File: src/rtl/vx_flush_if.sv
// vx_flush_if
// Flush request/response handshake between a flush requester and vx_flush_unit.
//   flush_req_valid / flush_req_tag / flush_req_ready : flush request channel
//   flush_rsp_valid / flush_rsp_tag / flush_rsp_ready : flush completion channel
// Modports: master = requester side, slave = flush unit side.
interface vx_flush_if #(
  parameter int TAG_WIDTH = 4
) ();
  logic                 flush_req_valid;
  logic [TAG_WIDTH-1:0] flush_req_tag;
  logic                 flush_req_ready;
  logic                 flush_rsp_valid;
  logic [TAG_WIDTH-1:0] flush_rsp_tag;
  logic                 flush_rsp_ready;

  modport master (
    output flush_req_valid,
    output flush_req_tag,
    input  flush_req_ready,
    input  flush_rsp_valid,
    input  flush_rsp_tag,
    output flush_rsp_ready
  );

  modport slave (
    input  flush_req_valid,
    input  flush_req_tag,
    output flush_req_ready,
    output flush_rsp_valid,
    output flush_rsp_tag,
    input  flush_rsp_ready
  );
endinterface

File: src/rtl/vx_flush_unit.sv
// vx_flush_unit
// Cache flush sequencer: drains in-flight core requests, then walks every
// line index issuing invalidates to the tag store, then reports completion.
// After reset it runs the same sweep on its own (init sweep) with no response.
//
// Ports:
//   clk, reset           : clock, synchronous active-high reset
//   flush_if (slave)     : flush request / response handshake
//   core_req_fire        : core request entered the cache (pending +1)
//   core_rsp_fire        : core request retired (pending -1)
//   core_req_stall       : blocks new core requests while not idle
//   inv_valid/inv_addr   : invalidate request for line inv_addr
//   inv_ready            : tag store accepted the invalidate
//   busy                 : unit is not idle
//   perf_flush_cycles    : only with VX_FLUSH_PERF_EN; cycles spent in
//                          requested flushes (init sweeps excluded)
//
// Optional feature macro: VX_FLUSH_PERF_EN
//
// state | meaning
// IDLE  | ready for a flush request
// DRAIN | waiting for all pending core requests to retire
// SWEEP | issuing invalidates for line indices 0..LINES-1
// RESP  | presenting flush completion until consumed
module vx_flush_unit #(
  parameter int  CACHE_SIZE      = 16384,
  parameter int  CACHE_LINE_SIZE = 1,
  parameter int  NUM_BANKS       = 1,
  parameter int  TAG_WIDTH       = 4,
  parameter int  MAX_PENDING     = 8,
  localparam int LINES = CACHE_SIZE / (CACHE_LINE_SIZE * NUM_BANKS),
  localparam int LSB   = (LINES > 1) ? $clog2(LINES) : 1,
  localparam int PW    = $clog2(MAX_PENDING + 1)
) (
  input  logic           clk,
  input  logic           reset,
  vx_flush_if.slave      flush_if,
  input  logic           core_req_fire,
  input  logic           core_rsp_fire,
  output logic           core_req_stall,
  output logic           inv_valid,
  output logic [LSB-1:0] inv_addr,
  input  logic           inv_ready,
  output logic           busy
`ifdef VX_FLUSH_PERF_EN
  ,
  output logic [31:0]    perf_flush_cycles
`endif
);

  typedef enum logic [1:0] {
    ST_IDLE  = 2'd0,
    ST_DRAIN = 2'd1,
    ST_SWEEP = 2'd2,
    ST_RESP  = 2'd3
  } state_t;

  localparam logic [LSB-1:0] LAST_IDX = LSB'(LINES - 1);

  state_t               state_q, state_d;
  logic                 init_q, init_d;
  logic [LSB-1:0]       addr_q, addr_d;
  logic [PW-1:0]        pending_q, pending_d;
  logic [TAG_WIDTH-1:0] tag_q, tag_d;

  always_comb begin
    pending_d = pending_q;
    case ({core_req_fire, core_rsp_fire})
      2'b10:   pending_d = pending_q + PW'(1);
      2'b01:   pending_d = pending_q - PW'(1);
      default: pending_d = pending_q;
    endcase
  end

  always_comb begin
    state_d = state_q;
    init_d  = init_q;
    addr_d  = addr_q;
    tag_d   = tag_q;

    flush_if.flush_req_ready = (state_q == ST_IDLE);
    flush_if.flush_rsp_valid = (state_q == ST_RESP);
    flush_if.flush_rsp_tag   = tag_q;
    inv_valid                = (state_q == ST_SWEEP);
    inv_addr                 = addr_q;
    core_req_stall           = (state_q != ST_IDLE);
    busy                     = (state_q != ST_IDLE);

    case (state_q)
      ST_IDLE: begin
        if (flush_if.flush_req_valid) begin
          tag_d   = flush_if.flush_req_tag;
          init_d  = 1'b0;
          state_d = ST_DRAIN;
        end
      end
      ST_DRAIN: begin
        // Look at the post-update count so a retire in this cycle ends the drain.
        if (pending_d == '0) begin
          addr_d  = '0;
          state_d = ST_SWEEP;
        end
      end
      ST_SWEEP: begin
        if (inv_ready) begin
          if (addr_q == LAST_IDX) begin
            addr_d  = '0;
            state_d = init_q ? ST_IDLE : ST_RESP;
          end else begin
            addr_d = addr_q + LSB'(1);
          end
        end
      end
      ST_RESP: begin
        if (flush_if.flush_rsp_ready) begin
          state_d = ST_IDLE;
        end
      end
      default: state_d = ST_IDLE;
    endcase

    // Reset already shows the init sweep's first invalidate before the
    // state register has been loaded.
    if (reset) begin
      flush_if.flush_req_ready = 1'b0;
      flush_if.flush_rsp_valid = 1'b0;
      inv_valid                = 1'b1;
      inv_addr                 = '0;
      core_req_stall           = 1'b1;
      busy                     = 1'b1;
    end
  end

  always_ff @(posedge clk) begin
    if (reset) begin
      state_q   <= ST_SWEEP;
      init_q    <= 1'b1;
      addr_q    <= '0;
      pending_q <= '0;
      tag_q     <= '0;
    end else begin
      state_q   <= state_d;
      init_q    <= init_d;
      addr_q    <= addr_d;
      pending_q <= pending_d;
      tag_q     <= tag_d;
    end
  end

`ifdef VX_FLUSH_PERF_EN
  logic [31:0] perf_q, perf_d;

  always_comb begin
    perf_d = perf_q;
    if ((state_q != ST_IDLE) && !init_q) begin
      perf_d = perf_q + 32'd1;
    end
  end

  always_ff @(posedge clk) begin
    if (reset) begin
      perf_q <= '0;
    end else begin
      perf_q <= perf_d;
    end
  end

  assign perf_flush_cycles = perf_q;
`endif

`ifndef SYNTHESIS
  a_pending_overflow: assert property (@(posedge clk) disable iff (reset)
    !(core_req_fire && !core_rsp_fire && (pending_q == PW'(MAX_PENDING))));
  a_pending_underflow: assert property (@(posedge clk) disable iff (reset)
    !(core_rsp_fire && !core_req_fire && (pending_q == '0)));
`endif

endmodule

File: src/flat_wrapper.sv
// flat-port wrapper written by rule: the top's interface ports become plain ports
module vx_flush_unit_flat 
#(
  parameter int  CACHE_SIZE      = 16384,
  parameter int  CACHE_LINE_SIZE = 1,
  parameter int  NUM_BANKS       = 1,
  parameter int  TAG_WIDTH       = 4,
  parameter int  MAX_PENDING     = 8,
  localparam int LINES = CACHE_SIZE / (CACHE_LINE_SIZE * NUM_BANKS),
  localparam int LSB   = (LINES > 1) ? $clog2(LINES) : 1,
  localparam int PW    = $clog2(MAX_PENDING + 1)
)
  (clk, reset, core_req_fire, core_rsp_fire, core_req_stall, inv_valid, inv_addr, inv_ready, busy, flush_if_flush_req_valid, flush_if_flush_req_tag, flush_if_flush_req_ready, flush_if_flush_rsp_valid, flush_if_flush_rsp_tag, flush_if_flush_rsp_ready);
  vx_flush_if #(.TAG_WIDTH(TAG_WIDTH)) flush_if_i ();
  input  logic clk;
  input  logic reset;
  input  logic core_req_fire;
  input  logic core_rsp_fire;
  output logic core_req_stall;
  output logic inv_valid;
  output logic [LSB-1:0] inv_addr;
  input  logic inv_ready;
  output logic busy;
  input wire logic [$bits(flush_if_i.flush_req_valid)-1:0] flush_if_flush_req_valid;
  input wire logic [$bits(flush_if_i.flush_req_tag)-1:0] flush_if_flush_req_tag;
  output wire logic [$bits(flush_if_i.flush_req_ready)-1:0] flush_if_flush_req_ready;
  output wire logic [$bits(flush_if_i.flush_rsp_valid)-1:0] flush_if_flush_rsp_valid;
  output wire logic [$bits(flush_if_i.flush_rsp_tag)-1:0] flush_if_flush_rsp_tag;
  input wire logic [$bits(flush_if_i.flush_rsp_ready)-1:0] flush_if_flush_rsp_ready;
  assign flush_if_i.flush_req_valid = flush_if_flush_req_valid;
  assign flush_if_i.flush_req_tag = flush_if_flush_req_tag;
  assign flush_if_flush_req_ready = flush_if_i.flush_req_ready;
  assign flush_if_flush_rsp_valid = flush_if_i.flush_rsp_valid;
  assign flush_if_flush_rsp_tag = flush_if_i.flush_rsp_tag;
  assign flush_if_i.flush_rsp_ready = flush_if_flush_rsp_ready;
  vx_flush_unit #(.CACHE_SIZE(CACHE_SIZE), .CACHE_LINE_SIZE(CACHE_LINE_SIZE), .NUM_BANKS(NUM_BANKS), .TAG_WIDTH(TAG_WIDTH), .MAX_PENDING(MAX_PENDING)) u_core (.clk(clk), .reset(reset), .flush_if(flush_if_i), .core_req_fire(core_req_fire), .core_rsp_fire(core_rsp_fire), .core_req_stall(core_req_stall), .inv_valid(inv_valid), .inv_addr(inv_addr), .inv_ready(inv_ready), .busy(busy));
endmodule
File: config.mk
export PLATFORM = sky130hd
export DESIGN_NAME = vx_flush_unit_flat
export DESIGN_NICKNAME = d
export VERILOG_FILES = /design/src/rtl/vx_flush_if.sv /design/src/rtl/vx_flush_unit.sv /design/src/flat_wrapper.sv
export SDC_FILE = /design/constraint.sdc
export NUM_CORES = 1
export LEC_CHECK = 0
export BUFFER_PORTS_ARGS = -buffer_cell sky130_fd_sc_hd__buf_2
export CORE_MARGIN = 5
export CORE_UTILIZATION = 53
export CTS_CLUSTER_SIZE = 12
export DETAILED_ROUTE_END_ITERATION = 8
export PLACE_DENSITY = 0.8
export SYNTH_ARGS = -nofsm -noshare
export SYNTH_HDL_FRONTEND = slang
export SYNTH_SLANG_ARGS = --single-unit
export TNS_END_PERCENT = 30
File: constraint.sdc
create_clock -name clk -period 3.2 [get_ports clk]
set_clock_uncertainty 0.05 [all_clocks]
set_input_delay 0.96 -clock clk [delete_from_list [all_inputs] [get_ports clk]]
set_output_delay 0.96 -clock clk [all_outputs]
set_load 0.02 [all_outputs]
==> metrics.cfg <==
[global_routing]
grt_overflow=0
grt_max_degree=16
grt_antenna_before_repair=0
grt_pass1_vias=1442
grt_first_pass_wirelength_mm=6.147
track_usage_pct=18.47

[power_and_ir_drop]
powerDensity_nw_per_um2=337.3
leakagePower_nw=0.7920
ir_drop_mv=0.2851

[timing]
drv_slew=0
setup_tns_ns=0
tightest_slew_ns=0.6048
setup_viol=0
max_slew_margin_pct=59.37
holdWs_ns=0.4632
fin_crit_ns=2.795
fmax_mhz=357.8
rsz0062_at_grt=no
period_share_pct=87.34
hold_violations=0

[yosys]
synth_area_um2=1518
synth.avg_cell_area_um2=8.385
mappedNetlistNets=196
syn_inst=181
async_reset_ff_share_pct=0
synth_edf_count=0
ys.flop_type=dfxtp_1
ys_seq_elements=25
ys_types=49
synth_warnings=0
synth-seq-area-share_pct=32.98

[clock_network]
clkLatencyLatePin_ns=0.34
cts_tree=yes
clock_sinks=25
cts_setup_buffers=0
clock_path_buffers=2
clk_pin_slew_worst_paths_ns=0.15
ctsHoldBuffers=0
cts_buffers=3
cts_resized=0
cts_htree_levels=1
clock-root-buffer=clkbuf_4

[detailed_routing]
vias=1477
antenna_left=0
drc=0
wire_per_inst_um=15.00
vias_per_cell=6.129
finalWirelength_mm=3.615
drt_iter0_markers=90
first_pass_iters=4

[critical_path]
crit_top_cell=ha_1
worst_ep_required_time_ns=3.39
cp-start-kind=input pin
cp_data_arrival_time_ns=2.99
slowest_stage=and4bb_4
slowest_delay_ns=0.41
critical_path_buf_inv_count=2
critPathCaptureType=register
crit_path_max_fanout=15
critical_path_class=in -> reg
crit_chain=buf_2, inv_1, ha_1, xor2_1, ha_1, a21oi_1, mux2i_1, xnor2_1, and4bb_4, o22ai_1, a32o_1
path_delay_family=compound AO/OA/AOI/OAI gates

[outcome]
outcome=complete, no violations

[floorplanning]
die_area_um2=4034
io_pins=34
die_h_um=63.51
start_util_pct=55.04
die_w_um=63.51
rows=19
core_area_um2=2758

[job]
drv_cap=0

[worst_hold_path]
hp-class=reg -> reg

[final_layout]
area_delta_synth_final_pct=11.79
antenna_cells=0
fillers=255
drive_gt1_share_pct=20.95
finalNetCount=226
seq_area_um2=500.5
final_util_pct=61.52
fin_area_um2=1697
multiInputGateArea_um2=924.6

[place]
portBuffers=33
hpwlAfterDp_mm=2.705
gp_congestion=0.9050
placed_area_um2=1670

cells in the final DEF, fill, tap and decap left out, types with 4 or more instances in the layout:
| cell | Yosys | final |
|---|---|---|
| mux2i_1 | 6 | 6 |
| nand2b_1 | 4 | 4 |
| nor4_1 | 4 | 4 |
| nand2_1 | 14 | 14 |
| inv_1 | 6 | 6 |
| and4_1 | 4 | 4 |
| nor3_1 | 8 | 8 |
| nor2_1 | 15 | 15 |
| buf_2 | 2 | 33 |
| dfxtp_1 | 25 | 25 |
| a21o_1 | 8 | 8 |
| nand3_1 | 6 | 6 |
| nor2b_1 | 14 | 14 |
| ha_1 | 4 | 4 |
| o22ai_1 | 8 | 8 |
where the power goes:
part           internal [mW]  total, mW  switching, mW
sequential             0.322      0.337         0.0149
combinational         0.0356     0.0825         0.0469
clock                 0.0491      0.153          0.104
metrics by stage:
| stage | setup WS [ns] | power, mW | instances |
|---|---|---|---|
| 2_1_floorplan | 0.2734 | 0.4025 | 181 |
| 3_3_place_gp | 0.1359 | 0.4175 | 237 |
| 3_5_place_dp | 0.04655 | 0.4249 | 237 |
| 4_1_cts | 0.4131 | 0.5720 | 241 |
| 5_1_grt | 0.3108 | 0.6005 | 241 |
| 6_report | 0.4052 | 0.5722 | 241 |
area by class of cell:
type                            count  share of cell area [%]
Timing Repair Buffer               35                   10.62
Tap cell                           31                   2.286
Sequential cell                    25                   29.50
Multi-Input combinational cell    139                   54.50
Clock buffer                        4                   1.549
Inverter                            7                   1.549
path summary, 6_finish.rpt:
path	cells after the start	slack, ns	startpoint	to
max reg2reg	7	0.95	u_core.pending_q[1]	u_core.addr_q[2]
min reg2reg	2	0.46	u_core.init_q	u_core.init_q
max	11	0.41	core_req_fire	u_core.addr_q[2]
min	2	0.46	u_core.init_q	u_core.init_q
worst reg2reg max path, cell delays in order (launching register included):
cell and delay, ns:
dfxtp_1 0.47, xor2_1 0.20, ha_1 0.27, nor3b_1 0.26
o211ai_1 0.13, and4bb_4 0.46, o22ai_1 0.10, a32o_1 0.22
flip-flops by register name (all words and copies together) (netlist names):
| signal | count |
|---|---|
| u_core.addr_q | 14 |
| u_core.flush_if.flush_rsp_tag | 4 |
| u_core.pending_q | 4 |
| u_core.state_q | 2 |
| u_core.init_q | 1 |
routing by layer:
metal  share of wire, %  track usage, %
met5                  0               0
met1                 42           21.06
met2                 50           30.96
met4                2.4           9.351
met3                6.0           5.329
cell families after synthesis:
logic type | count (synthesis) | share of synthesized area [%]
adder cells (fa/ha/maj) | 4 | 3.298
buffers and inverters | 17 | 6.100
flip-flops | 25 | 32.98
multiplexers | 6 | 3.957
AND/OR/NAND/NOR | 89 | 34.05
AO/OA/AOI/OAI | 35 | 16.74
XOR/XNOR | 5 | 2.886
cells in the mapped netlist, types with 4 or more instances:
| cell type | instances | area share [%] |
|---|---|---|
| dfxtp_1 | 25 | 33 |
| nor2_1 | 15 | 3.7 |
| nand2_1 | 14 | 3.5 |
| nor2b_1 | 14 | 5.8 |
| a21o_1 | 8 | 4.0 |
| nor3_1 | 8 | 2.6 |
| o22ai_1 | 8 | 3.3 |
| inv_1 | 6 | 1.5 |
| mux2i_1 | 6 | 4.0 |
| nand3_1 | 6 | 2.0 |
| and4_1 | 4 | 2.3 |
| ha_1 | 4 | 3.3 |
| nand2b_1 | 4 | 1.6 |
| nor4_1 | 4 | 1.6 |
Power figures use the tool's default switching activity.
